$ cat src/rtl/imem_boot_ctrl_pkg.sv
// Shared types and constants for the instruction-memory boot controller.
package imem_boot_ctrl_pkg;

    localparam int BYTE_WIDTH  = 8;
    localparam int INSTR_WIDTH = 32;

    localparam logic [INSTR_WIDTH-1:0] NOP_INSTR = 32'h0000_0000;

    typedef enum logic [2:0] {
        S_RUN   = 3'd0,
        S_LEN   = 3'd1,
        S_DATA  = 3'd2,
        S_WRITE = 3'd3,
        S_DONE  = 3'd4
    } state_e;

endpackage

$ cat src/rtl/boot_word_asm.sv
// Big-endian 4-byte shift assembler; one byte per shift_en, word valid the cycle after full.
// full flags the cycle that shifts in the last byte, so the caller can act on the same edge.
module boot_word_asm
    import imem_boot_ctrl_pkg::*;
(
    input  logic                   clk,
    input  logic                   rst_n,
    input  logic                   clear,
    input  logic                   shift_en,
    input  logic [BYTE_WIDTH-1:0]  byte_in,
    output logic [INSTR_WIDTH-1:0] word_out,
    output logic                   full
);

    logic [1:0]             idx;
    logic [INSTR_WIDTH-1:0] word_q;

    always_ff @(posedge clk) begin
        if (!rst_n) begin
            idx    <= '0;
            word_q <= '0;
        end else if (clear) begin
            idx <= '0;
        end else if (shift_en) begin
            word_q <= {word_q[INSTR_WIDTH-BYTE_WIDTH-1:0], byte_in};
            idx    <= idx + 2'd1;
        end
    end

    assign word_out = word_q;
    assign full     = shift_en && (idx == 2'd3);

endmodule

$ cat src/rtl/imem_boot_ctrl.sv
// Arbitrates the instruction-memory port between a byte-stream boot loader and CPU fetch.
// Last byte at t -> write t+1, done t+2, fetch released t+3; fetch is stalled with NOP while loading.
module imem_boot_ctrl
    import imem_boot_ctrl_pkg::*;
#(
    parameter int                          INSTR_ADDR_WIDTH = 32,
    parameter int                          CNT_WIDTH        = 10,
    parameter logic [INSTR_ADDR_WIDTH-1:0] BOOT_BASE        = '0,
    parameter bit                          BOOT_ON_RESET    = 1'b1
) (
    input  logic                        i_clk,
    input  logic                        i_rst_n,
    input  logic                        i_boot_req,
    input  logic                        i_byte_valid,
    input  logic [BYTE_WIDTH-1:0]       i_byte_data,
    output logic                        o_byte_ready,
    input  logic [INSTR_ADDR_WIDTH-1:0] i_fetch_address,
    output logic [INSTR_WIDTH-1:0]      o_fetch_instruction,
    output logic                        o_fetch_stall,
    output logic [INSTR_ADDR_WIDTH-1:0] o_mem_address,
    output logic [INSTR_WIDTH-1:0]      o_mem_wdata,
    output logic                        o_mem_we,
    input  logic [INSTR_WIDTH-1:0]      i_mem_rdata,
    output logic                        o_boot_done,
    output logic                        o_boot_err
);

    localparam logic [31:0]        MAX_WORDS = 32'(1) << CNT_WIDTH;
    localparam logic [CNT_WIDTH:0] CNT_ONE   = 1;

    state_e                 state_q, state_n;
    logic [CNT_WIDTH:0]     word_cnt, len_q;
    logic                   boot_err_q;
    logic                   shift_en, asm_full, start, len_err, write_last;
    logic [INSTR_WIDTH-1:0] asm_word, len_next;

    assign o_byte_ready = (state_q == S_LEN) || (state_q == S_DATA);
    assign shift_en     = i_byte_valid && o_byte_ready;
    assign start        = (state_q == S_RUN) && i_boot_req;
    // Length decision is taken on the edge that accepts its last byte.
    assign len_next     = {asm_word[INSTR_WIDTH-BYTE_WIDTH-1:0], i_byte_data};
    assign len_err      = (state_q == S_LEN) && asm_full && (len_next > MAX_WORDS);
    assign write_last   = (word_cnt + CNT_ONE) == len_q;

    boot_word_asm u_asm (
        .clk      (i_clk),
        .rst_n    (i_rst_n),
        .clear    (start),
        .shift_en (shift_en),
        .byte_in  (i_byte_data),
        .word_out (asm_word),
        .full     (asm_full)
    );

    always_ff @(posedge i_clk) begin
        if (!i_rst_n) state_q <= BOOT_ON_RESET ? S_LEN : S_RUN;
        else          state_q <= state_n;
    end

    always_comb begin
        state_n = state_q;
        case (state_q)
            S_RUN:   if (i_boot_req) state_n = S_LEN;
            S_LEN: begin
                if (asm_full) begin
                    if (len_next == '0)          state_n = S_DONE;
                    else if (len_next > MAX_WORDS) state_n = S_RUN;
                    else                         state_n = S_DATA;
                end
            end
            S_DATA:  if (asm_full) state_n = S_WRITE;
            S_WRITE: state_n = write_last ? S_DONE : S_DATA;
            S_DONE:  state_n = S_RUN;
            default: state_n = S_RUN;
        endcase
    end

    always_ff @(posedge i_clk) begin
        if (!i_rst_n) begin
            word_cnt   <= '0;
            len_q      <= '0;
            boot_err_q <= 1'b0;
        end else begin
            if (start) begin
                word_cnt   <= '0;
                boot_err_q <= 1'b0;
            end
            if ((state_q == S_LEN) && asm_full) len_q <= len_next[CNT_WIDTH:0];
            if (len_err) boot_err_q <= 1'b1;
            if (state_q == S_WRITE) word_cnt <= word_cnt + CNT_ONE;
        end
    end

    assign o_mem_we            = (state_q == S_WRITE);
    assign o_fetch_stall       = (state_q != S_RUN);
    assign o_boot_done         = (state_q == S_DONE);
    assign o_boot_err          = boot_err_q;
    assign o_mem_wdata         = asm_word;
    assign o_fetch_instruction = (state_q == S_RUN) ? i_mem_rdata : NOP_INSTR;
    assign o_mem_address       = (state_q == S_RUN) ? i_fetch_address
                               : BOOT_BASE + INSTR_ADDR_WIDTH'({word_cnt, 2'b00});

endmodule

$ cat config.mk
export PLATFORM = sky130hd
export DESIGN_NAME = imem_boot_ctrl
export DESIGN_NICKNAME = d
export VERILOG_FILES = /design/src/rtl/imem_boot_ctrl_pkg.sv /design/src/rtl/boot_word_asm.sv /design/src/rtl/imem_boot_ctrl.sv
export SDC_FILE = /design/constraint.sdc
export NUM_CORES = 1
export LEC_CHECK = 0
export CAP_MARGIN = 20
export CORE_MARGIN = 5
export CORE_UTILIZATION = 45
export CTS_BUF_LIST = sky130_fd_sc_hd__clkbuf_2 sky130_fd_sc_hd__clkbuf_4 sky130_fd_sc_hd__clkbuf_8
export DETAILED_ROUTE_END_ITERATION = 16
export DONT_BUFFER_PORTS = 1
export PLACE_DENSITY_LB_ADDON = 0.12
export SETUP_SLACK_MARGIN = 0.3
export SLEW_MARGIN = 10
export SYNTH_ARGS = -nofsm -noshare
export SYNTH_HDL_FRONTEND = slang
export SYNTH_SLANG_ARGS = --single-unit
$ cat constraint.sdc
create_clock -name i_clk -period 5.1 [get_ports i_clk]
set_clock_uncertainty 0.15 [all_clocks]
set_input_delay 0.51 -clock i_clk [delete_from_list [all_inputs] [get_ports i_clk]]
set_output_delay 0.51 -clock i_clk [all_outputs]
set_load 0.01 [all_outputs]
==> Word level (Yosys, flattened, before mapping) <==
Cells that the tools add are included.
{ "word_totals": {"register_bits": 60, "latchBits": 0, "ram_bits": 0, "rom_bits": 0, "inputBits": 76, "output_inout_bits": 101, "wordCells": 47, "memories": 0} }
{ "op_classes": {"addsub": 2, "multipliers": 0, "div": 0, "order_cmp": 1, "eq_ne": 9, "shifts": 0, "muxes": 13, "bitwise": 2, "reduce_logical": 14} }
{ "ops": {"columns": ["op", "count"], "rows": [
  ["$mux W32", 2],
  ["$gt A32 B11 Y1 const B", 1],
  ["$logic_not A32 Y1", 1],
  ["$mux W11", 2],
  ["$mux W3", 5],
  ["$pmux W3 S4", 1],
  ["$add A11 B1 Y11 const B", 1],
  ["$eq A11 B11 Y1", 1],
  ["$eq A3 B2 Y1 const B", 2],
  ["$ne A2 B2 Y1 const B", 3],
  ["$logic_and A1 B1 Y1", 5],
  ["$reduce_bool A2 Y1", 2],
  ["$eq A3 B1 Y1 const B", 1],
  ["$eq A3 B3 Y1 const B", 1],
  ["$logic_not A3 Y1", 1],
  ["$reduce_and A3 Y1", 1],
  ["$reduce_bool A3 Y1", 1],
  ["$add A2 B1 Y2 const B", 1],
  ["$eq A2 B2 Y1 const B", 1],
  ["$mux W1", 2],
  ["$mux W2", 1],
  ["$not A1 Y1", 2],
  ["$reduce_and A2 Y1", 1],
  ["$reduce_or A2 Y1", 1],
  ["$logic_or A1 B1 Y1", 1]
]} }

==> Depth between registers and ports, before layout <==
Gate-level depths: netlist of the first run.
{ "depth": {"depth_word": 7, "mapped_depth": 8, "depth_no_buf": 7} }

==> Modules after synthesis <==
From an unflattened synthesis of the first run, not the netlist that was laid out.
{ "hier_totals": {"hier_cells": 407, "area_unflattened_um2": 3442.1} }
{ "modules_own_cells": {"columns": ["mod", "n_inst", "cells_each", "area_each_um2", "seq_area_each_um2"], "rows": [
  ["imem_boot_ctrl", 1, 285, 2135.8, 520.5],
  ["boot_word_asm", 1, 122, 1306.3, 680.7]
]} }

==> Worst setup path before layout of the first run <==
Ideal clock, no wire load.
{ "synth_timing": {"path_kind": "register to register", "from": "register word_cnt[0]", "to": "register state_q[1]", "setup_time_ns": 0.125, "t_arrival_ns": 1.910, "required_time_ns": 4.825, "path_slack_ns": 2.915, "path_stages_with_launch": 9, "cell_sequence": "dfxtp_1 ha_1 buf_2 nand3_1 or4b_1 o211ai_1 a21boi_0 o31ai_1 a31oi_1"} }
{ "synth_between": {"elab_chain_cells": 4} }
{ "synth_lines": {"columns": ["item", "line", "text"], "rows": [
  ["start, declared", "imem_boot_ctrl.sv:32", "logic [CNT_WIDTH:0] word_cnt, len_q;"],
  ["start signal, assigned", "imem_boot_ctrl.sv:90", "if (state_q == S_WRITE) word_cnt <= word_cnt + CNT_ONE;"],
  ["$add A11 B1 Y11", "imem_boot_ctrl.sv:43", "assign write_last = (word_cnt + CNT_ONE) == len_q;"],
  ["$eq A11 B11 Y1", "imem_boot_ctrl.sv:43", null],
  ["$mux W3", "imem_boot_ctrl.sv:72", "S_WRITE: state_n = write_last ? S_DONE : S_DATA;"],
  ["$pmux W3 S4", "imem_boot_ctrl.sv:62", "case (state_q)"],
  ["end signal, assigned", "imem_boot_ctrl.sv:56", "if (!i_rst_n) state_q <= BOOT_ON_RESET ? S_LEN : S_RUN;"],
  ["end signal, assigned", "imem_boot_ctrl.sv:57", "else state_q <= state_n;"],
  ["end, declared", "imem_boot_ctrl.sv:31", "state_e state_q, state_n;"]
]} }
No other way between the ends.
A chain may end at the register's enable or synchronous reset.

==> Worst setup path after layout of the first run <==
Same ends and word-level chain as after synthesis.

==> results of run 1 <==
[placed cells by master (no fill, tap or decap), types with 2 or more instances in the layout]
master and instances:
bufinv_16 3, nand3_1 8, buf_8 2, nand2b_1 2, clkbuf_8 10, o21ai_0 11
nor2_1 11, and2_1 55, xor2_1 6, a21oi_1 10, and3_1 2, or3_1 5
xnor2_1 12, nand4_1 6, a21boi_0 46, nor4_1 8, nor3_1 7, nor2b_1 10
dfxtp_1 60, a31oi_1 2, o21a_1 2, mux2_2 11, nand2_1 103, nor3b_1 2
ha_1 2, inv_1 3, a22oi_1 2
[layout make-up]
| cell class | count | area, µm² | share of cell area (%) |
|---|---|---|---|
| well taps | 99 | 124 | 3.45 |
| clock inverters | 6 | 111 | 3.10 |
| clock buffers | 10 | 138 | 3.83 |
| repair buffers | 4 | 42.5 | 1.18 |
| inverters | 4 | 15.0 | 0.418 |
| multi-input cells | 334 | 1960 | 54.6 |
| flip-flops and latches | 60 | 1200 | 33.4 |
[per-layer routing]
metal  wire [µm]  GRT usage [%]
met1        4240           25.9
met4         165           8.65
met3         960           7.02
met5           0              0
met2        4010           26.6
[registers in the layout (all words and copies together), names as in the netlist]
signal          flops
u_asm.idx           2
u_asm.word_out     32
len_q              11
word_cnt           11
state_q             3
o_boot_err          1
[cell usage after synthesis, drive strengths merged]
cell type	number	area, µm²
a21boi	46	345
a21oi	10	50.1
a221oi	1	8.76
a22oi	2	15.0
a31oi	2	12.5
and2	55	344
and3	2	12.5
buf	5	25.0
clkbuf	25	93.8
clkinv	1	3.75
dfxtp	60	1200
ha	2	25.0
inv	3	11.3
mux2	11	124
nand2	103	387
nand2b	2	12.5
nand3	8	40.0
nand3b	1	7.51
nand4	6	37.5
nor2	11	41.3
nor2b	10	62.6
nor3	8	40.0
nor3b	2	15.0
nor4	8	50.1
o211a	1	10.0
o211ai	1	7.51
o21a	2	15.0
o21ai	11	55.1
o311ai	1	8.76
o31ai	1	7.51
or2	1	6.26
or3	5	31.3
or4	2	18.8
or4b	1	10.0
xnor2	12	105
xor2	6	52.6
[worst max-delay path by stage]
stage                startpoint            endpoint  slack, ps  cells past startpoint
floorplan           word_cnt[0]          state_q[1]       2910                      8
global placement     state_q[1]  u_asm.word_out[29]       2580                      5
detailed placement  word_cnt[0]          state_q[2]       2630                      7
CTS                 word_cnt[0]          state_q[2]       2610                      7
global route        word_cnt[0]          state_q[1]       2370                      7
finish              word_cnt[0]          state_q[1]       2620                      7
[cells by family (layout without fill, tap and decap cells)]
| family | count (synthesis) | count (layout) | share of synthesized area (%) |
|---|---|---|---|
| flops | 60 | 60 | 36.5 |
| xor+xnor | 18 | 18 | 4.79 |
| fa+ha+maj | 2 | 2 | 0.760 |
| simple gates | 225 | 225 | 33.9 |
| buf+inv | 34 | 24 | 4.07 |
| mux | 11 | 11 | 3.76 |
| compound gates | 78 | 78 | 16.3 |
[power groups by stage]
stage	Combinational, W	Sequential, W	Clock [W]
after floorplan	0.0000501	0.000501	0
after global placement	0.0000534	0.000506	0
after detailed placement	0.0000559	0.000506	0
after CTS	0.0000561	0.000495	0.000553
after global routing	0.0000633	0.000496	0.000581
final	0.0000570	0.000495	0.000543
[stage by stage]
stage / instance area [µm²] / setup WS [ps] / std cells
6_report: 3590 / 2620 / 517
3_5_place_dp: 3330 / 2630 / 499
3_3_place_gp: 3310 / 2580 / 498
4_1_cts: 3570 / 2610 / 515
5_1_grt: 3590 / 2370 / 517
2_1_floorplan: 3290 / 2910 / 428
==> flow_metrics.tcl, run 1 <==
set metrics [dict create \
    rr_startpoint "word_cnt[0]" \
    io_buffers 0 \
    max-cap-violations 0 \
    drc_violation_count_after_routing 0 \
    timing.critical_path.slowest_stage_cell "or4b_1" \
    fillerInstances 701 \
    path_delay_family "simple AND/OR/NAND/NOR gates" \
    critPathBufInv 0 \
    static-leakage-power_nw 1.28 \
    hold_depth 1 \
    final_min_period_over_clock_period_pct 48.5 \
    grt.overflow.total 0 \
    cts_made_buffers 9 \
    grt_pass1_vias 2575 \
    synthesis.area_per_instance_um2 7.69 \
    insertedDiodeCount 0 \
    holdWs_ps 110 \
    power_frac_seq_pct 45.2 \
    ys_types 37 \
    place.gp.congestion 0.834 \
    run_status "finished clean" \
    die_w_um 95.5 \
    cts_tree "built" \
    finalHoldViolCount 0 \
    cp_data_arrival_time_ps 2560 \
    antenna_found_initial 0 \
    coreArea_um2 7180 \
    ctsHoldBuffers 0 \
    wl_per_cell_um 18.1 \
    grt_start_max_net_pins 68 \
    root_cell_of_the_clock_tree "clkbuf_8" \
    worst-endpoint-required_ps 5180 \
    combinationalPowerShare_pct 5.2 \
    hold_path.startpoint "i_rst_n" \
    synthesis.instances 428 \
    cell_internal_pwr_w 0.000842 \
    syn-num-nets 506 \
    cts.reportedPaths.clkPinSlew_ps 80 \
    max_freq_mhz 404 \
    htree_levels 3 \
    critical_path.cell_chain "ha_1, nand3_1, or4b_1, o211ai_1, a21boi_0, o31ai_1, a31oi_1" \
    final.setup.tns_ps 0 \
    yosys_register_bits 60 \
    finish.net_count 491 \
    tritoncts_num_sinks 60 \
    p_total_w 0.00109 \
    cellPowerDensity_nw_per_um2 304 \
    synth-warning-count 0 \
    slew_headroom_pct 58.5 \
    cts-resized-gates 0 \
    setup-violations-final 0 \
    place.detailed.hpwl_mm 6.97 \
    slew_viol_final 0 \
    viasPerCell 5.53 \
    reg2reg_to "state_q[1]" \
    timing.final.crit_period_ps 2480 \
    reg2reg_setup_slack_ps 2620 \
    vdd_drop_max_mv 0.143 \
    switching_share_pct 23.0 \
    core.rowCount 31 \
    route.antenna.remaining_nets 0 \
    cp-start-kind "flip-flop" \
    final_layout_size_suffix_gt1_share_pct 8.13 \
    grt_first_pass_wirelength_mm 13.4 \
    holdCritPathClass "input pin to flip-flop" \
    switching_power_w 0.000252 \
    grt_setup_unrepaired "no" \
    top_level_ports 177 \
    post_synth_instance_area_um2 3290 \
    worst-r2r-cell-count 7 \
    route.vias.total 2861 \
    syn2layout_area_growth_pct 9.16 \
    detail_route.iter0.violations 134 \
    slew_worst_pin_ps 623 \
    postRouteWirelength_mm 9.38 \
    detail_route.first_pass.iterations 4 \
    endpoint_kind "flip-flop" \
    clock_latency_ps 340 \
    dieArea_um2 9130 \
    power_share_of_the_clock_group_pct 49.6 \
    worst_hold_path.endpoint "state_q[0]" \
    postCtsSetupBuffers 0 \
    cts-root-to-sink-buffers 2 \
    crit_fanout 8 \
    synth_seq_area_share_pct 36.5 \
    worst-setup-path-type "flip-flop to flip-flop" \
    floorplan.initialDensity_pct 45.9 \
    final_util_pct 50.1 \
    grtUsageTotal_pct 19.1 \
    fp.dieH_um 95.5 \
    critPathMaxStageDelay_ps 560 \
]
Power figures use the tool's default switching activity.
==> run 2: changes to the inputs <==
clock period = 2.59 ns   (was 5.1 ns; I/O delays follow)
==> run 2 against run 1 <==
Sequential cell count is the same. Die area is the same. Register-to-register slack got worse by 2200 ps. Power increased by 86%. Critical path depth is 1 lower. First-iteration DRC count decreased by 3.7%. Cell area grew 3.5%. Largest cell class unchanged. Highest routed layer unchanged.
==> flow_metrics.tcl, run 2 (synthesis gave the netlist of run 1 again) <==
set metrics [dict create \
    run_status "finished clean" \
    detail_route.iter0.violations 129 \
    fillerInstances 685 \
    topRoutingLayerUsed "met4" \
    max_freq_mhz 466 \
    floorplan.initialDensity_pct 45.9 \
    tritoncts_num_sinks 60 \
    grt.overflow.total 0 \
    cts.reportedPaths.clkPinSlew_ps 70 \
    htree_levels 3 \
    place.detailed.hpwl_mm 7.01 \
    worst_setup_path_endpoint "state_q[1]" \
    cell_internal_pwr_w 0.00154 \
    power_frac_seq_pct 47.7 \
    critPathMaxStageDelay_ps 520 \
    critical_path_depth 6 \
    root_cell_of_the_clock_tree "clkbuf_8" \
    coreArea_um2 7180 \
    die_w_um 95.5 \
    vdd_drop_max_mv 0.397 \
    worst-r2r-cell-count 6 \
    power_share_of_the_clock_group_pct 45.6 \
    placed_cell_area_um2 3380 \
    insertedDiodeCount 0 \
    setup-violations-final 0 \
    hold_path.startpoint "i_boot_req" \
    finalHoldViolCount 0 \
    crit_fanout 6 \
    drc_violation_count_after_routing 0 \
    slew_headroom_pct 71.6 \
    slew_worst_pin_ps 425 \
    layout_commonest_cell "nand2_1" \
    io_buffers 0 \
    postRouteWirelength_mm 9.57 \
    grtUsageTotal_pct 19.8 \
    cts-root-to-sink-buffers 2 \
    route.vias.total 2880 \
    place.gp.congestion 0.829 \
    final_util_pct 51.8 \
    critical_path.cell_chain "nand4_1, or4b_1, o211ai_1, a21boi_0, o31ai_1, a31oi_1" \
    wl_met3_um 874 \
    clock_latency_ps 330 \
    endpoint_kind "flip-flop" \
    worst-setup-path-type "flip-flop to flip-flop" \
    dieArea_um2 9130 \
    fp.dieH_um 95.5 \
    viasPerCell 5.42 \
    largest_register_ffs 32 \
    cts_made_buffers 9 \
    grt_pass1_vias 2642 \
    postCtsSetupBuffers 0 \
    timing.critical_path.slowest_stage_cell "or4b_1" \
    final.setup.tns_ps 0 \
    cts_tree "built" \
    grt_setup_unrepaired "no" \
    m1WireLength_mm 4.30 \
    syn2layout_area_growth_pct 13.0 \
    combinationalPowerShare_pct 6.7 \
    reg2reg_to "state_q[1]" \
    antenna_found_initial 0 \
    final_layout_size_suffix_gt1_share_pct 10.6 \
    max-cap-violations 0 \
    top_level_ports 177 \
    switching_share_pct 24.5 \
    reg2reg_setup_slack_ps 440 \
    path_delay_family "simple AND/OR/NAND/NOR gates" \
    grt_start_max_net_pins 68 \
    switching_power_w 0.000500 \
    final_min_period_over_clock_period_pct 82.9 \
    layout.cells.non_filler 531 \
    core.rowCount 31 \
    final_cell_area_um2 3720 \
    holdCritPathClass "input pin to flip-flop" \
    slew_viol_final 0 \
    grt_first_pass_wirelength_mm 13.9 \
    rr_startpoint "word_cnt[7]" \
    most_frequent_cells_in_the_layout "103 x nand2_1, 55 x and2_1, 55 x dfxtp_1" \
    route.antenna.remaining_nets 0 \
    wl_per_cell_um 18.0 \
    cp_data_arrival_time_ps 2210 \
    met2_length_mm 4.31 \
    cp-start-kind "flip-flop" \
    timing.final.crit_period_ps 2150 \
    static-leakage-power_nw 1.33 \
    timing.critical_path.from "word_cnt[7]" \
    critPathBufInv 0 \
    place_inst 506 \
    detail_route.first_pass.iterations 4 \
    finish.net_count 505 \
    worst-endpoint-required_ps 2660 \
    cellPowerDensity_nw_per_um2 548 \
]
run 2: cell types whose count changed in the layout (fill, tap and decap cells not counted), moves of 2 or more:
| cell | before | now |
|---|---|---|
| buf_12 | 0 | 2 |
| buf_4 | 1 | 8 |
| buf_8 | 2 | 0 |
| clkinv_2 | 1 | 3 |
| dfxtp_1 | 60 | 55 |
| dfxtp_2 | 0 | 4 |
| dlygate4sd3_1 | 0 | 8 |
run 2: per-layer routing:
metal,up-vias,global-route usage [%]
met5,-,0
met4,0,6.75
met3,7,6.31
met2,117,28.5
met1,1329,27.8
li1,1427,-
run 2: through the flow:
| step | power [W] | setup WS (ps) | hold WS [ps] |
|---|---|---|---|
| detailed placement | 0.00111 | 214 | 198 |
| global route | 0.00212 | 300 | 29.9 |
| floorplan | 0.00109 | 405 | 254 |
| finish | 0.00204 | 444 | 16.9 |
| CTS | 0.00207 | 333 | 6.90 |
| global placement | 0.00110 | 344 | 196 |
run 2: repair_timing:
| item | 4_1_cts | 5_1_grt |
|---|---|---|
| endpoints found under the hold margin | 59 | 0 |
| gates resized for setup | 2 | 6 |
| setup endpoints to repair | 2 | 2 |
| gates cloned | 0 | 0 |
| pin swaps | 1 | 1 |
| hold buffers | 9 | 0 |
run 2: area by class of cell:
class                           count  area, µm²  share of cell area [%]
Clock buffer                        9        124                    3.33
Clock inverter                      7       91.3                    2.46
Inverter                            4       15.0                   0.404
Multi-Input combinational cell    334       1980                    53.1
Sequential cell                    60       1210                    32.5
Tap cell                           99        124                    3.33
Timing Repair Buffer               18        180                    4.84
run 2: power by group through the flow:
stage | registers, W | clock network (W) | logic (W)
2_1_floorplan | 0.000987 | 0 | 0.0000987
3_3_place_gp | 0.000995 | 0 | 0.000110
3_5_place_dp | 0.000995 | 0 | 0.000111
4_1_cts | 0.000973 | 0.000955 | 0.000138
5_1_grt | 0.000975 | 0.000992 | 0.000153
6_report | 0.000972 | 0.000930 | 0.000136
run 2: how the worst min path moves through the flow:
stage / to / slack (ps) / depth (start not counted)
detailed placement: state_q[0] / 200 / 1
floorplan: u_asm.word_out[5] / 250 / 2
finish: state_q[0] / 20 / 2
global placement: state_q[0] / 200 / 1
CTS: state_q[0] / 7 / 2
global route: state_q[0] / 30 / 2
